## config.mk

```make
export PLATFORM = sky130hd
export DESIGN_NAME = dmem_arbiter_flat
export DESIGN_NICKNAME = d
export VERILOG_FILES = /design/src/rtl/dmem_pkg.sv /design/src/rtl/dmem_arbiter_if.sv /design/src/rtl/dmem_arbiter_rr_arb2.sv /design/src/rtl/dmem_arbiter.sv /design/src/flat_wrapper.sv
export SDC_FILE = /design/constraint.sdc
export NUM_CORES = 1
export LEC_CHECK = 0
export BUFFER_PORTS_ARGS = -buffer_cell sky130_fd_sc_hd__buf_2
export CAP_MARGIN = 0
export CORE_AREA = 2 2 116 118
export CTS_BUF_LIST = sky130_fd_sc_hd__clkbuf_16
export DETAILED_ROUTE_END_ITERATION = 10
export DIE_AREA = 0 0 118 120
export PLACE_DENSITY = 0.76
export SYNTH_ARGS = -nofsm -noshare
export SYNTH_HDL_FRONTEND = slang
export SYNTH_HIERARCHICAL = 1
export SYNTH_SLANG_ARGS = --single-unit
```

## constraint.sdc

```tcl
create_clock -name clk_i -period 2.15 [get_ports clk_i]
set_clock_uncertainty 0.1 [all_clocks]
set_input_delay 0.43 -clock clk_i [delete_from_list [all_inputs] [get_ports clk_i]]
set_output_delay 0.43 -clock clk_i [all_outputs]
set_load 0.05 [all_outputs]
```

## src/rtl/dmem_pkg.sv

```systemverilog
// Shared constants for the data-memory fabric: memory size, word-index
// slice of a byte address, and requester port IDs.
package dmem_pkg;

  localparam int MEM_BYTES_DEF = 16384;
  // A byte address selects a 32-bit word through bits [13:2].
  localparam int WORD_IDX_HI   = 13;
  localparam int WORD_IDX_LO   = 2;
  localparam int PORT_CORE     = 0;
  localparam int PORT_DMA      = 1;

endpackage

```

## src/rtl/dmem_arbiter_if.sv

```systemverilog
// Request/response bundle between one requester and the data-memory arbiter.
//
// Handshake: a request transfers on a cycle where req_valid && req_ready.
// The master raises req_valid and holds req_we, req_addr and req_wdata
// stable until it sees req_ready; req_ready never depends on anything but
// the current request and arbitration state. Every transfer produces exactly
// one rsp_valid pulse on the following cycle; rsp_rdata and rsp_err keep
// their value until the next response on the same port.
interface dmem_req_if #(
  parameter int ADDR_W = 32,
  parameter int DATA_W = 32
);

  logic              req_valid;
  logic              req_we;
  logic [ADDR_W-1:0] req_addr;
  logic [DATA_W-1:0] req_wdata;
  logic              req_ready;
  logic              rsp_valid;
  logic [DATA_W-1:0] rsp_rdata;
  logic              rsp_err;

  modport master (
    output req_valid, req_we, req_addr, req_wdata,
    input  req_ready, rsp_valid, rsp_rdata, rsp_err
  );

  modport slave (
    input  req_valid, req_we, req_addr, req_wdata,
    output req_ready, rsp_valid, rsp_rdata, rsp_err
  );

endinterface

```

## src/rtl/dmem_arbiter_rr_arb2.sv

```systemverilog
// Two-way round-robin arbiter. Grant is combinational; last_gnt remembers
// the most recent winner so the other port wins the next contention.
// last_gnt resets to 1 so port 0 wins the first contention.
module rr_arb2 (
  input  logic       clk_i,
  input  logic       rst_i,
  input  logic [1:0] req,
  output logic [1:0] gnt
);

  logic last_gnt;

  // Pick the single requester, or the one that did not win last time.
  always_comb begin
    gnt = 2'b00;
    case (req)
      2'b01:   gnt = 2'b01;
      2'b10:   gnt = 2'b10;
      2'b11:   gnt = last_gnt ? 2'b01 : 2'b10;
      default: gnt = 2'b00;
    endcase
  end

  // Record the winner of every grant.
  always_ff @(posedge clk_i or posedge rst_i) begin
    if (rst_i)       last_gnt <= 1'b1;
    else if (gnt[0]) last_gnt <= 1'b0;
    else if (gnt[1]) last_gnt <= 1'b1;
  end

endmodule

```

## src/rtl/dmem_arbiter.sv

```systemverilog
// Data-memory arbiter: shares one write port / async read port memory
// between the core LSU (port 0) and a DMA/debug master (port 1).
// Optional build macro DMEM_ARB_PRIO0_EN: fixed priority to port 0 with a
// 4-bit starvation counter that forces one port 1 grant after 15 losses.
// Without it, arbitration is plain round-robin via rr_arb2.
module dmem_arbiter
  import dmem_pkg::*;
#(
  parameter int ADDR_W    = 32,
  parameter int DATA_W    = 32,
  parameter int MEM_BYTES = MEM_BYTES_DEF
) (
  input  logic              clk_i,
  input  logic              rst_i,
  dmem_req_if.slave         port0,
  dmem_req_if.slave         port1,
  output logic              mem_write_o,
  output logic [ADDR_W-1:0] mem_addr_o,
  output logic [DATA_W-1:0] mem_wdata_o,
  input  logic [DATA_W-1:0] mem_rdata_i
);

  localparam logic [ADDR_W-1:0] MEM_LIMIT = ADDR_W'(MEM_BYTES);

  logic [1:0] req;
  logic [1:0] gnt;
  logic       err0, err1;

  logic              rsp0_valid, rsp1_valid;
  logic [DATA_W-1:0] rsp0_rdata, rsp1_rdata;
  logic              rsp0_err, rsp1_err;

  // No grants while reset is held, so every output reads zero.
  assign req = {port1.req_valid, port0.req_valid} & {2{~rst_i}};

  assign err0 = (port0.req_addr[1:0] != 2'b00) || (port0.req_addr >= MEM_LIMIT);
  assign err1 = (port1.req_addr[1:0] != 2'b00) || (port1.req_addr >= MEM_LIMIT);

`ifdef DMEM_ARB_PRIO0_EN
  localparam logic [3:0] STARVE_MAX = 4'd15;
  logic [3:0] starve_cnt;

  // Port 0 wins contention unless port 1 has starved for 15 cycles.
  always_comb begin
    gnt = 2'b00;
    if (req[PORT_DMA] && (starve_cnt == STARVE_MAX)) gnt[PORT_DMA]  = 1'b1;
    else if (req[PORT_CORE])                         gnt[PORT_CORE] = 1'b1;
    else if (req[PORT_DMA])                          gnt[PORT_DMA]  = 1'b1;
  end

  // Count cycles port 1 waits; any port 1 grant clears the count.
  always_ff @(posedge clk_i or posedge rst_i) begin
    if (rst_i)              starve_cnt <= 4'd0;
    else if (gnt[PORT_DMA]) starve_cnt <= 4'd0;
    else if (req[PORT_DMA]) starve_cnt <= starve_cnt + 4'd1;
  end
`else
  rr_arb2 u_arb (
    .clk_i (clk_i),
    .rst_i (rst_i),
    .req   (req),
    .gnt   (gnt)
  );
`endif

  assign port0.req_ready = gnt[PORT_CORE];
  assign port1.req_ready = gnt[PORT_DMA];

  // Steer the granted port onto the memory; erroring writes never commit.
  always_comb begin
    mem_write_o = 1'b0;
    mem_addr_o  = '0;
    mem_wdata_o = '0;
    if (gnt[PORT_CORE]) begin
      mem_write_o = port0.req_we && !err0;
      mem_addr_o  = port0.req_addr;
      mem_wdata_o = port0.req_wdata;
    end else if (gnt[PORT_DMA]) begin
      mem_write_o = port1.req_we && !err1;
      mem_addr_o  = port1.req_addr;
      mem_wdata_o = port1.req_wdata;
    end
  end

  // Port 0 response: one-cycle pulse; data and error hold until the next one.
  always_ff @(posedge clk_i or posedge rst_i) begin
    if (rst_i) begin
      rsp0_valid <= 1'b0;
      rsp0_rdata <= '0;
      rsp0_err   <= 1'b0;
    end else begin
      rsp0_valid <= gnt[PORT_CORE];
      if (gnt[PORT_CORE]) begin
        rsp0_err   <= err0;
        rsp0_rdata <= (port0.req_we || err0) ? '0 : mem_rdata_i;
      end
    end
  end

  // Port 1 response: same behaviour as port 0.
  always_ff @(posedge clk_i or posedge rst_i) begin
    if (rst_i) begin
      rsp1_valid <= 1'b0;
      rsp1_rdata <= '0;
      rsp1_err   <= 1'b0;
    end else begin
      rsp1_valid <= gnt[PORT_DMA];
      if (gnt[PORT_DMA]) begin
        rsp1_err   <= err1;
        rsp1_rdata <= (port1.req_we || err1) ? '0 : mem_rdata_i;
      end
    end
  end

  assign port0.rsp_valid = rsp0_valid;
  assign port0.rsp_rdata = rsp0_rdata;
  assign port0.rsp_err   = rsp0_err;
  assign port1.rsp_valid = rsp1_valid;
  assign port1.rsp_rdata = rsp1_rdata;
  assign port1.rsp_err   = rsp1_err;

endmodule

```

## src/flat_wrapper.sv

```systemverilog
// flat-port wrapper written by rule: the top's interface ports become plain ports
module dmem_arbiter_flat import dmem_pkg::*;
#(
  parameter int ADDR_W    = 32,
  parameter int DATA_W    = 32,
  parameter int MEM_BYTES = MEM_BYTES_DEF
)
  (clk_i, rst_i, mem_write_o, mem_addr_o, mem_wdata_o, mem_rdata_i, port0_req_valid, port0_req_we, port0_req_addr, port0_req_wdata, port0_req_ready, port0_rsp_valid, port0_rsp_rdata, port0_rsp_err, port1_req_valid, port1_req_we, port1_req_addr, port1_req_wdata, port1_req_ready, port1_rsp_valid, port1_rsp_rdata, port1_rsp_err);
  dmem_req_if #(.ADDR_W(ADDR_W), .DATA_W(DATA_W)) port0_i ();
  dmem_req_if #(.ADDR_W(ADDR_W), .DATA_W(DATA_W)) port1_i ();
  input  logic clk_i;
  input  logic rst_i;
  output logic mem_write_o;
  output logic [ADDR_W-1:0] mem_addr_o;
  output logic [DATA_W-1:0] mem_wdata_o;
  input  logic [DATA_W-1:0] mem_rdata_i;
  input wire logic [$bits(port0_i.req_valid)-1:0] port0_req_valid;
  input wire logic [$bits(port0_i.req_we)-1:0] port0_req_we;
  input wire logic [$bits(port0_i.req_addr)-1:0] port0_req_addr;
  input wire logic [$bits(port0_i.req_wdata)-1:0] port0_req_wdata;
  output wire logic [$bits(port0_i.req_ready)-1:0] port0_req_ready;
  output wire logic [$bits(port0_i.rsp_valid)-1:0] port0_rsp_valid;
  output wire logic [$bits(port0_i.rsp_rdata)-1:0] port0_rsp_rdata;
  output wire logic [$bits(port0_i.rsp_err)-1:0] port0_rsp_err;
  input wire logic [$bits(port1_i.req_valid)-1:0] port1_req_valid;
  input wire logic [$bits(port1_i.req_we)-1:0] port1_req_we;
  input wire logic [$bits(port1_i.req_addr)-1:0] port1_req_addr;
  input wire logic [$bits(port1_i.req_wdata)-1:0] port1_req_wdata;
  output wire logic [$bits(port1_i.req_ready)-1:0] port1_req_ready;
  output wire logic [$bits(port1_i.rsp_valid)-1:0] port1_rsp_valid;
  output wire logic [$bits(port1_i.rsp_rdata)-1:0] port1_rsp_rdata;
  output wire logic [$bits(port1_i.rsp_err)-1:0] port1_rsp_err;
  assign port0_i.req_valid = port0_req_valid;
  assign port0_i.req_we = port0_req_we;
  assign port0_i.req_addr = port0_req_addr;
  assign port0_i.req_wdata = port0_req_wdata;
  assign port0_req_ready = port0_i.req_ready;
  assign port0_rsp_valid = port0_i.rsp_valid;
  assign port0_rsp_rdata = port0_i.rsp_rdata;
  assign port0_rsp_err = port0_i.rsp_err;
  assign port1_i.req_valid = port1_req_valid;
  assign port1_i.req_we = port1_req_we;
  assign port1_i.req_addr = port1_req_addr;
  assign port1_i.req_wdata = port1_req_wdata;
  assign port1_req_ready = port1_i.req_ready;
  assign port1_rsp_valid = port1_i.rsp_valid;
  assign port1_rsp_rdata = port1_i.rsp_rdata;
  assign port1_rsp_err = port1_i.rsp_err;
  dmem_arbiter #(.ADDR_W(ADDR_W), .DATA_W(DATA_W), .MEM_BYTES(MEM_BYTES)) u_core (.clk_i(clk_i), .rst_i(rst_i), .port0(port0_i), .port1(port1_i), .mem_write_o(mem_write_o), .mem_addr_o(mem_addr_o), .mem_wdata_o(mem_wdata_o), .mem_rdata_i(mem_rdata_i));
endmodule
```

==> impl_metrics.sql, run 1 <==
INSERT INTO impl_metrics (metric_group, metric, value, unit) VALUES
('outcome', 'result_of_the_run', 'finished with violations', ''),
('outcome', 'failed_checks', 'negative setup slack', ''),
('setup_path', 'critPathCaptureType', 'output pin', ''),
('placement', 'hpwl', '12530', 'um'),
('floorplan', 'ioPinCount', '301', ''),
('clocking', 'cts-htree-levels', '3', ''),
('timing', 'timing_worst_slew_pin_value', '0.5919', 'ns'),
('timing', 'grt_setup_unrepaired', 'true', ''),
('setup_path', 'required', '1.62', 'ns'),
('floorplan', 'starting_density_of_the_core', '32.13', '%'),
('routing', 'detailedRoute.firstPassIterationCount', '4', ''),
('placement', 'gpl.final_weighted_congestion', '0.8233', ''),
('timing', 'hold_viol_final', '0', ''),
('grt', 'via_count_of_the_first_global_routing_pass', '4686', ''),
('placement', 'io_buffer_count', '300', ''),
('clocking', 'cts_hold_repair.buffers', '0', ''),
('routing', 'antenna_left', '0', ''),
('grt', 'wire_length_of_the_first_global_routing_pass', '25600', 'um'),
('synth', 'ff_latch_count_synth', '69', ''),
('timing', 'slew_headroom', '60.54', '%'),
('synth', 'yosysSeqAreaShare', '41.43', '%'),
('clocking', 'insertion_delay', '0.32', 'ns'),
('timing', 'layout_setup_ws', '-0.3066', 'ns'),
('hold_path', 'min_path_type', 'in -> async', ''),
('finish', 'number_of_fillers_in_the_final_layout', '1125', ''),
('pwr', 'vdd_drop_max', '0.3249', 'mV'),
('synth', 'synth_cells', '395', ''),
('routing', 'vias_per_cell', '5.074', ''),
('clocking', 'path_clk_slew', '0.05', 'ns'),
('finish', 'mostFrequentLayoutCells', '234 x sky130_fd_sc_hd__buf_2, 129 x sky130_fd_sc_hd__nand2b_1, 95 x sky130_fd_sc_hd__buf_4, 68 x sky130_fd_sc_hd__dfrtp_1, 58 x sky130_fd_sc_hd__a22o_4', ''),
('floorplan', 'placementRows', '42', ''),
('finish', 'finalNetCount', '879', ''),
('synth', 'yosys.cell_types.count', '27', ''),
('setup_path', 'type_of_element_launching_the_critical_path', 'flop', ''),
('routing', 'initialDrtViolationCount', '261', ''),
('timing', 'layout_worst_path_cycle_share', '114.3', '%'),
('synth', 'ys_top_cells_by_area', 'sky130_fd_sc_hd__dfrtp_1 41%, sky130_fd_sc_hd__nand2b_1 19%, sky130_fd_sc_hd__a22o_1 13%, sky130_fd_sc_hd__o31ai_2 11%, sky130_fd_sc_hd__o31ai_1 4.7%', ''),
('run', 'drv_cap', '0', ''),
('setup_path', 'arrival', '1.93', 'ns'),
('setup_path', 'crit-reg2reg-launch', 'u_core/u_arb/last_gnt$_DFFE_PP1P_', ''),
('placement', 'dp_worst_setup_slack', '-0.3274', 'ns'),
('routing', 'via_count', '4541', ''),
('floorplan', 'floorplan.core_area', '12980', 'sq um'),
('clocking', 'cts_root_buf', 'sky130_fd_sc_hd__clkbuf_16', ''),
('finish', 'layout-drive-gt1-share', '66.30', '%'),
('grt', 'global_route.usage.total', '23.20', '%'),
('synth', 'synth_area_per_cell', '10.56', 'sq um'),
('grt', 'number_of_antenna_violations_at_the_first_check_in_global_routing', '1', ''),
('floorplan', 'die_width', '118', 'um'),
('setup_path', 'regToRegEndpoint', 'u_core/port0.rsp_rdata[22]$_DFFE_PP0P_', ''),
('finish', 'area_delta_synth_final', '74.53', '%'),
('routing', 'routed_wire_length_per_instance', '19.15', 'um'),
('finish', 'final_common_cell', 'sky130_fd_sc_hd__buf_2', ''),
('timing', 'setup_viol_count_final', '66', ''),
('timing', 'fmax', '407.1', 'MHz'),
('setup_path', 'timing.reg2reg.setup_slack', '0.05', 'ns'),
('pwr', 'power.static_leakage', '3.745', 'nW'),
('grt', 'pin_count_of_the_biggest_net_entering_global_routing', '69', ''),
('synth', 'synth_largest_type_area_fraction', '40.80', '%'),
('pwr', 'power_per_cell_area', '549.4', 'nW/um^2'),
('setup_path', 'crit_fanout', '4', ''),
('synth', 'synth_fp_nets', '561', ''),
('setup_path', 'worst_r2r_path_depth', '6', ''),
('synth', 'synth_largest_area_cell', 'sky130_fd_sc_hd__dfrtp_1', ''),
('clocking', 'tritoncts.num_buffers', '9', ''),
('floorplan', 'design.die.area', '14160', 'sq um'),
('timing', 'timing.final.max_slew_violations', '0', ''),
('timing', 'finalCriticalPeriod', '2.457', 'ns'),
('clocking', 'clkSinkCount', '69', ''),
('setup_path', 'critPathKind', 'reg -> out', ''),
('synth', 'cell_area_after_technology_mapping', '4170', 'sq um'),
('floorplan', 'die_height', '120', 'um'),
('clocking', 'tritoncts', 'done', ''),
('synth', 'synthesis.yosys.warnings', '6', ''),
('routing', 'detail_route.wirelength', '17140', 'um'),
('grt', 'grt.overflow.total', '0', ''),
('routing', 'drc', '0', ''),
('clocking', 'clock_tree.buffer_depth', '2', ''),
('timing', 'fin_hold_ws', '0.2003', 'ns');
-- synthesized netlist by cell type, drive strengths merged --
| library cell | number |
|---|---|
| clkbuf | 20 |
| nor4 | 7 |
| dfrtp | 68 |
| nor3 | 2 |
| a22o | 64 |
| nor2 | 2 |
| nor2b | 3 |
| nand2b | 129 |
| a21boi | 2 |
| dfstp | 1 |
| o31ai | 64 |
| inv | 3 |
| buf | 20 |
| nand3b | 1 |
| a21oi | 1 |
| nand4 | 2 |
| o22a | 2 |
| nand2 | 1 |
| o32ai | 1 |
| nand3 | 1 |
| nor4b | 1 |
-- layer usage --
metal / wire length [um] / track usage, % / part of all wire (%)
met5: 13 / 0 / 0.076
met4: 237 / 6.099 / 1.4
met3: 1109 / 5.133 / 6.5
met2: 8514 / 40.26 / 50
met1: 7261 / 29.20 / 42
-- kinds of logic (layout without fill, tap and decap cells) --
logic type             Yosys count  after routing  synth area share, %
buffers and inverters           43            366                4.950
other                            0              1                    0
AOI/OAI and AO/OA              134            134                30.63
DFF                             69             69                41.43
and+or+nand+nor                149            149                22.98
-- worst max-delay path by stage --
stage	from	endpoint	slack [ns]	cells after the start
after global placement	port0_req_valid	mem_write_o	-0.30	8
after floorplan	port0_req_valid	mem_write_o	-0.46	7
final	u_core/u_arb/last_gnt$_DFFE_PP1P_	mem_write_o	-0.31	6
after global routing	u_core/u_arb/last_gnt$_DFFE_PP1P_	mem_write_o	-0.40	6
after detailed placement	rst_i	mem_write_o	-0.33	7
after CTS	u_core/u_arb/last_gnt$_DFFE_PP1P_	mem_write_o	-0.32	6
-- critical path, stage by stage, from the launching register on --
cell and delay (ns):
sky130_fd_sc_hd__dfstp_2 0.54, sky130_fd_sc_hd__inv_2 0.05, sky130_fd_sc_hd__a21boi_4 0.18, sky130_fd_sc_hd__nor4b_4 0.26
sky130_fd_sc_hd__nand4_2 0.17, sky130_fd_sc_hd__o32ai_4 0.19, sky130_fd_sc_hd__buf_6 0.21
-- flip-flops by register name, summed over array words and instances (netlist names) --
register                count
u_core/port1.rsp_err        1
u_core/port0.rsp_rdata     32
u_core/port1.rsp_rdata     32
u_core/port0.rsp_valid      1
u_core/u_arb/last_gnt       1
u_core/port0.rsp_err        1
u_core/port1.rsp_valid      1
-- layout make-up --
cell class	instances	area, sq um	area share [%]
Multi-Input combinational cell	283	2815	38.68
Timing Repair Buffer	347	2206	30.31
Sequential cell	69	1728	23.74
Clock buffer	9	225.2	3.094
Tap cell	176	220.2	3.026
Clock inverter	7	66.31	0.9111
Inverter	3	15.01	0.2063
Antenna cell	1	2.502	0.03438
-- per-stage QoR --
step | area (sq um) | setup TNS, ns | cells | util [%] | power [W]
after floorplan | 4832 | -21.21 | 395 | - | 0.002084
after global placement | 6683 | -13.23 | 872 | 51.48 | 0.002453
after detailed placement | 6683 | -15.40 | 872 | 51.48 | 0.002473
after CTS | 7159 | -17.75 | 889 | 55.16 | 0.004003
after global routing | 7276 | -22.66 | 894 | 56.05 | 0.004155
final | 7278 | -18.29 | 895 | 56.07 | 0.003999
-- repair_timing --
item,in CTS,in global routing
buffers inserted,1,3
setup endpoints to repair,66,71
gates cloned,0,2
pin swaps,1,0
resized for setup,69,14
-- report_power, final --
part | switching (W) | total (W) | internal, W | leakage, nW
logic | 0.000706 | 0.00124 | 0.000531 | 2.66
registers | 0.00000372 | 0.00131 | 0.00131 | 0.949
clock network | 0.000561 | 0.00145 | 0.000889 | 0.137
(Power assumes the default switching activity.)
==> run 2: changes to the inputs <==
==> constraint.sdc (replaced) <==
create_clock -name clk_i -period 2.15 [get_ports clk_i]
set_clock_uncertainty 0.1 [all_clocks]
set_input_delay 0.1075 -clock clk_i [delete_from_list [all_inputs] [get_ports clk_i]]
set_output_delay 0.1075 -clock clk_i [all_outputs]
set_load 0.05 [all_outputs]
==> run 2 against run 1 <==
The run now ends clean. Die area did not move. Hold slack worse by 0.14 ns. Routed wire length rose by 0.74%. Sequential share of layout area increased by 1.2 points. Count of clock-buffer cells in the layout is the same. Non-clock buffer count increased by 3. Largest cell class unchanged. Highest routed layer unchanged.
==> impl_metrics.sql, run 2 (synthesis gave the netlist of run 1 again) <==
INSERT INTO impl_metrics (metric_group, metric, value, unit) VALUES
('timing', 'slew_headroom', '61.02', '%'),
('setup_path', 'critPathKind', 'reg -> out', ''),
('finish', 'mostFrequentLayoutCells', '235 x sky130_fd_sc_hd__buf_2, 129 x sky130_fd_sc_hd__nand2b_1, 68 x sky130_fd_sc_hd__dfrtp_1, 57 x sky130_fd_sc_hd__a22o_2, 38 x sky130_fd_sc_hd__o31ai_2', ''),
('routing', 'antenna_left', '0', ''),
('finish', 'layout-drive-gt1-share', '60.42', '%'),
('timing', 'fmax', '474.5', 'MHz'),
('clocking', 'clock_tree.buffer_depth', '2', ''),
('routing', 'drc', '0', ''),
('floorplan', 'design.die.area', '14160', 'sq um'),
('timing', 'timing_worst_slew_pin_value', '0.5847', 'ns'),
('clocking', 'cts-htree-levels', '3', ''),
('finish', 'number_of_fillers_in_the_final_layout', '1176', ''),
('placement', 'io_buffer_count', '300', ''),
('floorplan', 'ioPinCount', '301', ''),
('floorplan', 'starting_density_of_the_core', '32.13', '%'),
('pwr', 'vdd_drop_max', '0.2818', 'mV'),
('timing', 'finalCriticalPeriod', '2.108', 'ns'),
('clocking', 'clkSinkCount', '69', ''),
('placement', 'hpwl', '12270', 'um'),
('grt', 'grt.overflow.total', '0', ''),
('setup_path', 'critPathCaptureType', 'output pin', ''),
('grt', 'global_route.usage.total', '22.87', '%'),
('timing', 'layout_worst_path_cycle_share', '98.03', '%'),
('routing', 'detailedRoute.firstPassIterationCount', '5', ''),
('floorplan', 'die_height', '120', 'um'),
('outcome', 'result_of_the_run', 'complete, no violations', ''),
('timing', 'timing.final.max_slew_violations', '0', ''),
('floorplan', 'placementRows', '42', ''),
('timing', 'final.setup.tns', '0', 'ns'),
('routing', 'initialDrtViolationCount', '333', ''),
('setup_path', 'crit_fanout', '26', ''),
('floorplan', 'die_width', '118', 'um'),
('grt', 'via_count_of_the_first_global_routing_pass', '4546', ''),
('placement', 'gpl.final_weighted_congestion', '0.8904', ''),
('setup_path', 'required', '1.94', 'ns'),
('floorplan', 'floorplan.core_area', '12980', 'sq um'),
('routing', 'vias_per_cell', '5.040', ''),
('routing', 'routed_wire_length_per_instance', '19.14', 'um'),
('grt', 'wire_length_of_the_first_global_routing_pass', '25270', 'um'),
('finish', 'final_common_cell', 'sky130_fd_sc_hd__buf_2', ''),
('pwr', 'power_per_cell_area', '535.1', 'nW/um^2'),
('grt', 'pin_count_of_the_biggest_net_entering_global_routing', '76', ''),
('placement', 'dp_worst_setup_slack', '0.1144', 'ns'),
('grt', 'number_of_antenna_violations_at_the_first_check_in_global_routing', '8', ''),
('routing', 'detail_route.wirelength', '17260', 'um'),
('clocking', 'insertion_delay', '0.33', 'ns'),
('run', 'drv_cap', '0', ''),
('clocking', 'path_clk_slew', '0.05', 'ns'),
('clocking', 'cts_root_buf', 'sky130_fd_sc_hd__clkbuf_16', ''),
('clocking', 'tritoncts.num_buffers', '9', ''),
('finish', 'area_delta_synth_final', '66.04', '%'),
('timing', 'grt_setup_unrepaired', 'true', ''),
('finish', 'finalNetCount', '882', ''),
('setup_path', 'type_of_element_launching_the_critical_path', 'flop', ''),
('timing', 'hold_viol_final', '0', ''),
('pwr', 'power.static_leakage', '3.444', 'nW'),
('clocking', 'tritoncts', 'done', ''),
('routing', 'via_count', '4546', ''),
('pwr', 'fin_total_pwr', '0.003705', 'W'),
('timing', 'fin_hold_ws', '0.05714', 'ns'),
('timing', 'setup_viol_count_final', '0', ''),
('timing', 'layout_setup_ws', '0.04236', 'ns'),
('setup_path', 'arrival', '1.90', 'ns'),
('hold_path', 'min_path_type', 'in -> reg', '');
run 2: cell types whose count changed in the layout (fill, tap and decap cells not counted), moves of 2 or more:
cell / before / now
sky130_fd_sc_hd__a22o_1: 0 / 4
sky130_fd_sc_hd__a22o_2: 6 / 57
sky130_fd_sc_hd__diode_2: 1 / 6
sky130_fd_sc_hd__clkinv_1: 2 / 5
sky130_fd_sc_hd__a22o_4: 58 / 3
sky130_fd_sc_hd__dlygate4sd3_1: 0 / 33
sky130_fd_sc_hd__nor2b_1: 0 / 2
sky130_fd_sc_hd__clkbuf_4: 0 / 18
sky130_fd_sc_hd__buf_4: 95 / 29
sky130_fd_sc_hd__buf_6: 5 / 28
sky130_fd_sc_hd__nor2b_4: 3 / 1
sky130_fd_sc_hd__buf_12: 12 / 6
sky130_fd_sc_hd__clkinvlp_4: 3 / 0
run 2: timing repair:
item	in CTS	in global routing
gates resized for setup	21	96
endpoints found under the setup margin	65	64
buffers inserted	2	0
hold buffers	33	0
hold endpoints to repair	132	0
cloned	0	1
pin swaps	2	2
run 2: layout make-up:
class,instances,area [sq um],area share [%]
clock buffers,9,225.2,3.253
flip-flops and latches,69,1728,24.95
diodes,6,15.01,0.2168
inverters,3,11.26,0.1626
repair buffers,350,2320,33.50
multi-input cells,283,2382,34.41
clock inverters,6,22.52,0.3253
well taps,176,220.2,3.180
run 2: worst max-delay path, cell delays in order (launching register included):
cell and delay, ns:
sky130_fd_sc_hd__dfstp_2 0.54, sky130_fd_sc_hd__inv_2 0.04, sky130_fd_sc_hd__a21boi_4 0.19, sky130_fd_sc_hd__buf_6 0.14
sky130_fd_sc_hd__nor2b_4 0.05, sky130_fd_sc_hd__clkbuf_16 0.20, sky130_fd_sc_hd__a22o_2 0.24, sky130_fd_sc_hd__buf_6 0.16
run 2: metal layers:
layer	GRT usage, %	vias to the layer above	wire, um
li1	-	2094	-
met2	36.48	222	8278
met3	8.555	26	1528
met4	7.982	4	384
met5	0	-	34
met1	28.44	2200	7036
run 2: metrics by stage:
stage / instance area, sq um / util (%) / cells
4_1_cts: 6676 / 51.44 / 895
3_3_place_gp: 6028 / 46.44 / 845
3_5_place_dp: 6028 / 46.44 / 845
2_1_floorplan: 4320 / - / 395
6_report: 6924 / 53.34 / 902
5_1_grt: 6922 / 53.33 / 901
run 2: final timing paths:
path / endpoint / start / slack, ns / cells after the start
worst max-delay path: mem_addr_o[12] / u_core/u_arb/last_gnt$_DFFE_PP1P_ / 0.04 / 7
worst min-delay path: u_core/u_arb/last_gnt$_DFFE_PP1P_ / rst_i / 0.06 / 4
worst max register to register: u_core/port0.rsp_rdata[26]$_DFFE_PP0P_ / u_core/u_arb/last_gnt$_DFFE_PP1P_ / 0.13 / 7
worst min register to register: u_core/port0.rsp_rdata[31]$_DFFE_PP0P_ / u_core/port0.rsp_rdata[31]$_DFFE_PP0P_ / 0.38 / 2
max in group asynchronous: u_core/port0.rsp_rdata[1]$_DFFE_PP0P_ / rst_i / 1.25 / 4
min in group asynchronous: u_core/u_arb/last_gnt$_DFFE_PP1P_ / rst_i / 0.32 / 3
run 2: report_power, final:
group	internal (W)	total [W]	switching (W)
clock	0.000748	0.00126	0.000515
combinational	0.000465	0.00113	0.000666
sequential	0.00131	0.00131	0.00000311
total	0.00252	0.00370	0.00118
